$ cat src/rtl/pic_priority_isr_pkg.sv
// Shared types and constants for the PIC priority resolver / in-service stage.
package pic_pkg;

  typedef enum logic {
    IDLE  = 1'b0,
    WAIT2 = 1'b1
  } pic_state_e;

  // OCW2 {R, SL, EOI} encodings that do something; the rest are no-ops.
  localparam logic [2:0] OCW2_NS_EOI  = 3'b001;
  localparam logic [2:0] OCW2_SP_EOI  = 3'b011;
  localparam logic [2:0] OCW2_ROT_NS  = 3'b101;
  localparam logic [2:0] OCW2_ROT_SP  = 3'b111;
  localparam logic [2:0] OCW2_SET_PRI = 3'b110;

  // Level reported in the vector when an acknowledge finds nothing pending.
  localparam logic [2:0] SPURIOUS_LVL = 3'd7;

  // Priority rank of a level given the lowest-priority level L (0 = highest).
  function automatic logic [2:0] prio_rank(input logic [2:0] lvl, input logic [2:0] low);
    return lvl - low - 3'd1;
  endfunction

  // One-hot decode of a level.
  function automatic logic [7:0] onehot8(input logic [2:0] lvl);
    return 8'b1 << lvl;
  endfunction

endpackage

$ cat src/rtl/pic_priority_isr_if.sv
// Bundle of request, control and result signals around the priority/ISR stage.
// Handshake: inta_pulse and ocw2_valid are single-cycle strobes with no ready;
// the stage always accepts them. irr_clear and vector_valid are single-cycle
// strobes back to the producer with no backpressure.
interface pic_priority_isr_if;
  import pic_pkg::*;

  logic       irr_dummy_unused;
  logic [7:0] irr;
  logic       aeoi;
  logic       auto_rotate;
  logic [4:0] vector_base;
  logic       inta_pulse;
  logic       ocw2_valid;
  logic [2:0] ocw2_cmd;
  logic [2:0] ocw2_level;

  logic       int_out;
  logic [7:0] irr_clear;
  logic [7:0] isr;
  logic [2:0] lowest_level;
  logic [7:0] vector;
  logic       vector_valid;
  pic_state_e dbg_state;

  // Master drives requests and commands; slave is the PIC stage.
  modport master (
    output irr, aeoi, auto_rotate, vector_base, inta_pulse,
           ocw2_valid, ocw2_cmd, ocw2_level,
    input  int_out, irr_clear, isr, lowest_level, vector, vector_valid, dbg_state
  );

  modport slave (
    input  irr, aeoi, auto_rotate, vector_base, inta_pulse,
           ocw2_valid, ocw2_cmd, ocw2_level,
    output int_out, irr_clear, isr, lowest_level, vector, vector_valid, dbg_state
  );

endinterface

$ cat src/rtl/pic_priority_isr_encoder.sv
// Rotating priority encoder: the highest-priority set bit of vec when the
// lowest-priority level is L (search order L+1, L+2, ... wrapping to L).
module pic_prio_encoder (
  input  logic [7:0] vec,
  input  logic [2:0] L,
  output logic       found,
  output logic [2:0] level
);

  // Walk the levels in priority order and keep the first one that is set.
  always_comb begin
    logic [2:0] idx;
    found = 1'b0;
    level = 3'd0;
    idx   = 3'd0;
    for (int i = 0; i < 8; i++) begin
      idx = L + 3'd1 + i[2:0];
      if (vec[idx] && !found) begin
        found = 1'b1;
        level = idx;
      end
    end
  end

endmodule

$ cat src/rtl/pic_priority_isr.sv
// Priority resolver and In-Service Register stage of an 8259-style PIC:
// resolves the pending request, runs the two-pulse INTA sequence and
// applies OCW2 end-of-interrupt / rotation commands.
module pic_priority_isr
  import pic_pkg::*;
(
  input  logic               clk,
  input  logic               rst_n,
  pic_priority_isr_if.slave  bus
);

  pic_state_e state_q;
  logic [2:0] lvl_q;
  logic       spurious_q;
  logic [7:0] isr_q, isr_d;
  logic [2:0] low_q, low_d;
  logic       int_out_q;
  logic [7:0] irr_clear_q;
  logic [7:0] vector_q;
  logic       vector_valid_q;

  logic       irr_found, isr_found, cand_found;
  logic [2:0] irr_lvl, isr_lvl;
  logic [7:0] ocw2_clear, aeoi_clear, inta_set;
  logic       ocw2_set_l, aeoi_rot;
  logic [2:0] ocw2_l;
  logic       ack1, ack2;

  pic_prio_encoder u_irr_enc (
    .vec   (bus.irr),
    .L     (low_q),
    .found (irr_found),
    .level (irr_lvl)
  );

  pic_prio_encoder u_isr_enc (
    .vec   (isr_q),
    .L     (low_q),
    .found (isr_found),
    .level (isr_lvl)
  );

  // A request is a candidate only if it outranks everything in service.
  // The best pending request is enough: if it does not outrank isr_top, none does.
  assign cand_found = irr_found &&
                      (!isr_found || (prio_rank(irr_lvl, low_q) < prio_rank(isr_lvl, low_q)));

  assign ack1 = (state_q == IDLE)  && bus.inta_pulse;
  assign ack2 = (state_q == WAIT2) && bus.inta_pulse;

  // OCW2 decode against the pre-update isr and L; EOI forms need something in service.
  always_comb begin
    ocw2_clear = 8'h00;
    ocw2_set_l = 1'b0;
    ocw2_l     = low_q;
    if (bus.ocw2_valid) begin
      case (bus.ocw2_cmd)
        OCW2_NS_EOI: begin
          if (isr_found) ocw2_clear = onehot8(isr_lvl);
        end
        OCW2_SP_EOI: begin
          if (isr_found) ocw2_clear = onehot8(bus.ocw2_level);
        end
        OCW2_ROT_NS: begin
          if (isr_found) begin
            ocw2_clear = onehot8(isr_lvl);
            ocw2_set_l = 1'b1;
            ocw2_l     = isr_lvl;
          end
        end
        OCW2_ROT_SP: begin
          if (isr_found) begin
            ocw2_clear = onehot8(bus.ocw2_level);
            ocw2_set_l = 1'b1;
            ocw2_l     = bus.ocw2_level;
          end
        end
        OCW2_SET_PRI: begin
          ocw2_set_l = 1'b1;
          ocw2_l     = bus.ocw2_level;
        end
        default: ;
      endcase
    end
  end

  // ISR and L next state: acknowledge set beats any clear; OCW2 beats AEOI rotation.
  always_comb begin
    inta_set   = (ack1 && cand_found) ? onehot8(irr_lvl) : 8'h00;
    aeoi_clear = (ack2 && bus.aeoi && !spurious_q) ? onehot8(lvl_q) : 8'h00;
    aeoi_rot   = ack2 && bus.aeoi && bus.auto_rotate && !spurious_q;
    isr_d      = (isr_q & ~ocw2_clear & ~aeoi_clear) | inta_set;
    if (ocw2_set_l)    low_d = ocw2_l;
    else if (aeoi_rot) low_d = lvl_q;
    else               low_d = low_q;
  end

  // Acknowledge FSM with all outputs registered.
  always_ff @(posedge clk or negedge rst_n) begin
    if (!rst_n) begin
      state_q        <= IDLE;
      lvl_q          <= 3'd0;
      spurious_q     <= 1'b0;
      isr_q          <= 8'h00;
      low_q          <= 3'd7;
      int_out_q      <= 1'b0;
      irr_clear_q    <= 8'h00;
      vector_q       <= 8'h00;
      vector_valid_q <= 1'b0;
    end else begin
      isr_q <= isr_d;
      low_q <= low_d;
      case (state_q)
        IDLE: begin
          vector_valid_q <= 1'b0;
          if (bus.inta_pulse) begin
            state_q     <= WAIT2;
            int_out_q   <= 1'b0;
            spurious_q  <= !cand_found;
            lvl_q       <= cand_found ? irr_lvl : SPURIOUS_LVL;
            irr_clear_q <= cand_found ? onehot8(irr_lvl) : 8'h00;
          end else begin
            int_out_q   <= cand_found;
            irr_clear_q <= 8'h00;
          end
        end
        WAIT2: begin
          int_out_q   <= 1'b0;
          irr_clear_q <= 8'h00;
          if (bus.inta_pulse) begin
            state_q        <= IDLE;
            vector_q       <= {bus.vector_base, lvl_q};
            vector_valid_q <= 1'b1;
          end else begin
            vector_valid_q <= 1'b0;
          end
        end
        default: state_q <= IDLE;
      endcase
    end
  end

  assign bus.int_out      = int_out_q;
  assign bus.irr_clear    = irr_clear_q;
  assign bus.isr          = isr_q;
  assign bus.lowest_level = low_q;
  assign bus.vector       = vector_q;
  assign bus.vector_valid = vector_valid_q;
  assign bus.dbg_state    = state_q;

endmodule
$ cat src/flat_wrapper.sv
// flat-port wrapper written by rule: the top's interface ports become plain ports
module pic_priority_isr_flat import pic_pkg::*;
  (clk, rst_n, bus_irr, bus_aeoi, bus_auto_rotate, bus_vector_base, bus_inta_pulse, bus_ocw2_valid, bus_ocw2_cmd, bus_ocw2_level, bus_int_out, bus_irr_clear, bus_isr, bus_lowest_level, bus_vector, bus_vector_valid, bus_dbg_state);
  pic_priority_isr_if bus_i ();
  input  logic clk;
  input  logic rst_n;
  input wire logic [$bits(bus_i.irr)-1:0] bus_irr;
  input wire logic [$bits(bus_i.aeoi)-1:0] bus_aeoi;
  input wire logic [$bits(bus_i.auto_rotate)-1:0] bus_auto_rotate;
  input wire logic [$bits(bus_i.vector_base)-1:0] bus_vector_base;
  input wire logic [$bits(bus_i.inta_pulse)-1:0] bus_inta_pulse;
  input wire logic [$bits(bus_i.ocw2_valid)-1:0] bus_ocw2_valid;
  input wire logic [$bits(bus_i.ocw2_cmd)-1:0] bus_ocw2_cmd;
  input wire logic [$bits(bus_i.ocw2_level)-1:0] bus_ocw2_level;
  output wire logic [$bits(bus_i.int_out)-1:0] bus_int_out;
  output wire logic [$bits(bus_i.irr_clear)-1:0] bus_irr_clear;
  output wire logic [$bits(bus_i.isr)-1:0] bus_isr;
  output wire logic [$bits(bus_i.lowest_level)-1:0] bus_lowest_level;
  output wire logic [$bits(bus_i.vector)-1:0] bus_vector;
  output wire logic [$bits(bus_i.vector_valid)-1:0] bus_vector_valid;
  output wire logic [$bits(bus_i.dbg_state)-1:0] bus_dbg_state;
  assign bus_i.irr = bus_irr;
  assign bus_i.aeoi = bus_aeoi;
  assign bus_i.auto_rotate = bus_auto_rotate;
  assign bus_i.vector_base = bus_vector_base;
  assign bus_i.inta_pulse = bus_inta_pulse;
  assign bus_i.ocw2_valid = bus_ocw2_valid;
  assign bus_i.ocw2_cmd = bus_ocw2_cmd;
  assign bus_i.ocw2_level = bus_ocw2_level;
  assign bus_int_out = bus_i.int_out;
  assign bus_irr_clear = bus_i.irr_clear;
  assign bus_isr = bus_i.isr;
  assign bus_lowest_level = bus_i.lowest_level;
  assign bus_vector = bus_i.vector;
  assign bus_vector_valid = bus_i.vector_valid;
  assign bus_dbg_state = bus_i.dbg_state;
  pic_priority_isr u_core (.clk(clk), .rst_n(rst_n), .bus(bus_i));
endmodule
$ cat config.mk
export PLATFORM = sky130hd
export DESIGN_NAME = pic_priority_isr_flat
export DESIGN_NICKNAME = d
export VERILOG_FILES = /design/src/rtl/pic_priority_isr_pkg.sv /design/src/rtl/pic_priority_isr_if.sv /design/src/rtl/pic_priority_isr_encoder.sv /design/src/rtl/pic_priority_isr.sv /design/src/flat_wrapper.sv
export SDC_FILE = /design/constraint.sdc
export NUM_CORES = 1
export LEC_CHECK = 0
export CAP_MARGIN = 20
export CORE_ASPECT_RATIO = 2
export CORE_MARGIN = 4
export CORE_UTILIZATION = 56
export CTS_BUF_LIST = sky130_fd_sc_hd__clkbuf_4 sky130_fd_sc_hd__clkbuf_8
export DETAILED_ROUTE_END_ITERATION = 10
export PLACE_DENSITY_LB_ADDON = 0.1
export SETUP_SLACK_MARGIN = 0.05
export SYNTH_ARGS = -nofsm -noshare
export SYNTH_HDL_FRONTEND = slang
export SYNTH_HIERARCHICAL = 1
export SYNTH_SLANG_ARGS = --single-unit
$ cat constraint.sdc
create_clock -name clk -period 7.7 [get_ports clk]
set_clock_uncertainty 0.05 [all_clocks]
set_input_delay 2.31 -clock clk [delete_from_list [all_inputs] [get_ports clk]]
set_output_delay 2.31 -clock clk [all_outputs]
set_load 0.005 [all_outputs]
==> results.cfg, run 1 <==
[placed_design]
gp_congestion = 0.9234
preCtsSetupSlack_ns = 0.7698
numPortBuffers = 54
dpl.hpwl_mm = 7.797

[clock_tree]
hold_buffers = 0
htreeDepth = 2
clkLatencyLatePin_ns = 0.29
cts_buffer_depth = 2
cts_setup_buffers = 0
ctsResizeCount = 0
cts_root_buf = clkbuf_8
cts.sinks = 34
cts_buffers = 5
clkTransAtPathRegs_ns = 0.07
cts_tree = yes

[die]
coreArea_um2 = 6006
start_util_pct = 57.56
rows = 40
die_area_um2 = 7570
die_w_um = 63.56
die_y_um = 119.1
io_pins = 55

[drt]
highest_layer = met4
met3_wirelength_um = 313
routedWlPerCell_um = 20.58
drcViolationCount = 0
ant_nets = 0
wl_met2_mm = 5.619
routed_wl_mm = 9.835
via_per_inst = 6.795
wl_met1_mm = 3.190
vias = 3248
drtIter0Drc = 210
dr.pass1.iters = 5

[worst_setup_path]
crit_buf_inv = 2
cp_max_fo = 16
startpoint_type = primary input
r2r-end = u_core/bus.irr_clear[4]
reg2regPathDepth = 17
path_cells = clkdlybuf4s50_1 > mux4_2 > nand2b_4 > o221ai_1 > nand2_1 > o31a_1 > o221a_1 > o211ai_2 > inv_1 > fa_1 > xnor2_1 > xnor2_1 > ha_1 > a2111oi_4 > nor2_2 > nor4_1
r2r_slack_ns = 1.61
slowest_stage = mux4_2
r2r_start = u_core/bus.lowest_level[0]
slowest_delay_ns = 0.55
criticalPathCategory = in2reg
worst_setup_path_end_kind = register
worstPathRequired_ns = 7.81
path_common_cell = xnor2_1
critPathTopFamily = compound AO/OA/AOI/OAI gates
arrival_ns = 6.76

[timing]
hold_viol_final = 0
setup_ws_ns = 1.045
maxSlewViolCount = 0
tightest_slew_ns = 0.8339
min_period_over_period_pct = 86.42
maxSlewHeadroom_pct = 44.40
tns_ns = 0
finalSetupViolations = 0
fmax_mhz = 150.3
period_needed_ns = 6.655
rsz0062_at_grt = no

[yosys]
syn_inst = 371
async_flop_share_pct = 100.0
ys_seq_elements = 34
netlist_area_um2 = 3457
synth_cell_types = 62
syn_avg_cell_area_um2 = 9.318
syn-num-nets = 408
synth_edf_count = 0
synth_warnings = 6
synthFlopType = dfrtp_1
ys_seq_area_share_pct = 24.72

[final_layout]
fin_util_pct = 67.46
final_common_cell = clkdlybuf4s50_1
syn_to_final_growth_pct = 17.19
fillers = 508
n_antenna_cell = 0
layout_common_cells = clkdlybuf4s50_1, nor2_1, nand2_1, dfrtp_1, inv_1
multi_input_area_um2 = 2381
layout-drive-gt1-share_pct = 14.94
nNetsFinal = 451
seq_area_um2 = 854.6

[grt]
grt.total_usage_pct = 26.95
grt-ovfl-total = 0
antenna_found_initial = 0
grt_max_degree = 35
first_global_vias = 3282
grt_pass1_wl_mm = 15.98

[flow_run]
maxCapViolations = 0

[worst_hold_path]
hold_path_end = u_core/bus.vector[7]
hold_depth = 1
hold_path_startpoint = u_core/bus.vector[7]
hold_class = reg2reg

[outcome]
status = complete, no violations
==> cell usage after synthesis (5+ instances only) <==
cell type   n  area share (%)
nor2_1     34             3.7
nand2_1    32             3.5
dfrtp_1    31              22
inv_1      23             2.5
a21oi_1    19             2.8
mux2_2     18             5.9
nand3_1    18             2.6
mux4_2     16              10
ha_1       10             3.6
o21ai_0    10             1.4
nor4_1      8             1.4
o31ai_1     8             1.7
buf_6       7             2.3
o22ai_1     7             1.3
xnor2_1     7             1.8
clkbuf_1    6            0.65
mux2i_1     6             1.7
nand2b_4    5             2.0
nand3b_1    5             1.1
nor3_1      5            0.72
nor3b_1     5             1.1
==> layer usage <==
| metal | track usage [%] | up-vias |
|---|---|---|
| met1 | 24.85 | 1564 |
| met5 | 0 | - |
| li1 | - | 1498 |
| met4 | 18.40 | 0 |
| met3 | 2.925 | 55 |
| met2 | 52.39 | 131 |
==> logic make-up after synthesis <==
logic type	count (synthesis)	synth area share, %
AO/OA/AOI/OAI	90	19.76
flip-flops	34	24.72
AND/OR/NAND/NOR	138	21.54
adder cells (fa/ha/maj)	12	4.777
XOR/XNOR	14	4.777
buffers and inverters	43	6.406
multiplexers	40	18.02
==> worst max-delay path by stage <==
stage | slack, ns | from | to | depth (start not counted)
after floorplan | 1.70 | bus_irr[0] | u_core/bus.irr_clear[4] | 17
after global placement | 0.89 | bus_irr[4] | u_core/bus.irr_clear[4] | 16
after detailed placement | 0.77 | bus_irr[0] | u_core/bus.irr_clear[4] | 16
after CTS | 1.06 | bus_irr[1] | u_core/bus.irr_clear[4] | 16
after global routing | 0.73 | bus_irr[1] | u_core/bus.irr_clear[4] | 17
final | 1.05 | bus_irr[0] | u_core/bus.irr_clear[4] | 16
==> sequential cells by signal, summed over array words and instances, names as in the netlist <==
signal / count
u_core/bus.dbg_state: 1
u_core/bus.int_out: 1
u_core/bus.irr_clear: 8
u_core/bus.isr: 8
u_core/bus.lowest_level: 3
u_core/bus.vector: 8
u_core/bus.vector_valid: 1
u_core/lvl_q: 3
u_core/spurious_q: 1
==> area by class of cell <==
class / instances / area share [%]
timing repair buffer: 56 / 13.71
clock inverter: 2 / 0.3088
multi-input combinational: 294 / 58.77
tap: 63 / 1.946
sequential: 34 / 21.09
inverter: 23 / 2.131
clock buffer: 6 / 2.038
==> metrics by stage <==
step,std cells,hold slack [ns],area [um2]
finish,478,0.4587,4051
global placement,470,0.4392,3956
global route,478,0.4906,4051
floorplan,371,0.4498,3457
detailed placement,470,0.4463,3956
CTS,478,0.4624,4051
Power of run 1 is left out: the tool's default activity adds up to more than one toggle a clock period on the data nets, which glitch-free logic cannot reach.
==> run 2: changes to the inputs <==
--- a/config.mk
+++ b/config.mk
@@ -8,11 +8,11 @@
 export CAP_MARGIN = 20
 export CORE_ASPECT_RATIO = 2
 export CORE_MARGIN = 4
-export CORE_UTILIZATION = 56
-export CTS_BUF_LIST = sky130_fd_sc_hd__clkbuf_4 sky130_fd_sc_hd__clkbuf_8
+export CORE_UTILIZATION = 55
 export DETAILED_ROUTE_END_ITERATION = 10
 export PLACE_DENSITY_LB_ADDON = 0.1
 export SETUP_SLACK_MARGIN = 0.05
+export SLEW_MARGIN = 20
 export SYNTH_ARGS = -nofsm -noshare
 export SYNTH_HDL_FRONTEND = slang
 export SYNTH_HIERARCHICAL = 1
==> results.cfg, run 2 (same netlist as run 1, synthesis figures left out) <==
[worst_setup_path]
worst_setup_path_end_kind = register
slowest_stage = mux4_2
worstPathRequired_ns = 7.79
crit_buf_inv = 2
cp_max_fo = 16
arrival_ns = 6.76
startpoint_type = primary input
path_cells = clkdlybuf4s50_1 > mux4_2 > nor2_1 > a221o_1 > nand2_1 > o31a_1 > o221a_1 > o211ai_2 > inv_1 > fa_1 > xnor2_1 > xnor2_1 > ha_1 > o21a_1 > nor2_1 > nor2_2 > nor4_1
criticalPathCategory = in2reg
slowest_delay_ns = 0.57
critPathTopFamily = compound AO/OA/AOI/OAI gates

[final_layout]
layout_common_cells = clkdlybuf4s50_1, nor2_1, nand2_1, dfrtp_1, inv_1
final_common_cell = clkdlybuf4s50_1
syn_to_final_growth_pct = 20.30
nNetsFinal = 452
layout-drive-gt1-share_pct = 14.94
n_antenna_cell = 0

[die]
start_util_pct = 57.09
rows = 40
coreArea_um2 = 6056
die_w_um = 64.06
io_pins = 55
die_y_um = 120.1
die_area_um2 = 7695

[timing]
tns_ns = 0
fmax_mhz = 150.0
maxSlewViolCount = 0
maxSlewHeadroom_pct = 52.15
rsz0062_at_grt = no
tightest_slew_ns = 0.7178
min_period_over_period_pct = 86.57
hold_viol_final = 0
period_needed_ns = 6.666
finalSetupViolations = 0

[grt]
first_global_vias = 3297
grt_max_degree = 35
grt-ovfl-total = 0
grt_pass1_wl_mm = 15.80
antenna_found_initial = 0
grt.total_usage_pct = 26.24

[clock_tree]
cts_tree = yes
htreeDepth = 2
cts_setup_buffers = 0
hold_buffers = 0
cts_buffer_depth = 2
cts.sinks = 34
ctsResizeCount = 0
cts_buffers = 5
cts_root_buf = clkbuf_16
clkLatencyLatePin_ns = 0.27
clkTransAtPathRegs_ns = 0.05

[placed_design]
numPortBuffers = 54
gp_congestion = 0.8854
dpl.hpwl_mm = 7.818

[drt]
drtIter0Drc = 266
vias = 3215
routedWlPerCell_um = 19.73
routed_wl_mm = 9.846
ant_nets = 0
drcViolationCount = 0
via_per_inst = 6.443
dr.pass1.iters = 5

[outcome]
status = complete, no violations

[worst_hold_path]
hold_class = reg2reg

[flow_run]
maxCapViolations = 0
## run 2: changes by cell type in the layout (fill, tap and decap cells not counted), sizes merged
cell | before | now
buf | 2 | 3
bufinv | 0 | 1
clkinv | 1 | 0
clkinvlp | 1 | 0
## run 2: path summary, 6_finish.rpt
check	startpoint	to	slack, ns	cells past startpoint
setup / recovery	bus_irr[4]	u_core/bus.irr_clear[0]	1.03	17
hold / removal	u_core/bus.vector[7]	u_core/bus.vector[7]	0.46	1
setup reg to reg	u_core/bus.lowest_level[0]	u_core/spurious_q	1.72	19
hold reg to reg	u_core/bus.vector[7]	u_core/bus.vector[7]	0.46	1
max in group asynchronous	rst_n	u_core/bus.lowest_level[2]	4.86	2
min in group asynchronous	rst_n	u_core/bus.int_out	2.40	2
## run 2: area by class of cell
type	count	area, um2
Fill cell	519	1897
Timing Repair Buffer	57	563.0
Tap cell	84	105.1
Inverter	23	86.33
Multi-Input combinational cell	294	2381
Clock inverter	1	30.03
Clock buffer	6	138.9
Sequential cell	34	854.6
## run 2: through the flow
| step | util [%] | setup slack (ns) | cell area (um2) | hold WS, ns | std cells |
|---|---|---|---|---|---|
| 3_3_place_gp | 65.89 | 0.9299 | 3990 | 0.4389 | 492 |
| 2_1_floorplan | - | 1.705 | 3457 | 0.4498 | 371 |
| 5_1_grt | 68.68 | 0.7301 | 4159 | 0.4732 | 499 |
| 3_5_place_dp | 65.89 | 0.8292 | 3990 | 0.4450 | 492 |
| 6_report | 68.68 | 1.034 | 4159 | 0.4567 | 499 |
| 4_1_cts | 68.68 | 1.043 | 4159 | 0.4570 | 499 |
## run 2: layer usage
metal  part of all wire [%]  global-route usage (%)  vias up  routed length, um
li1                       -                       -     1505                  -
met1                     33                   24.00     1537               3213
met2                     57                   49.77      124               5644
met3                    2.8                   2.622       49                274
met4                    7.3                   21.11        0                714
met5                      0                       0        -                  0
Power of run 2 is left out for the same reason.
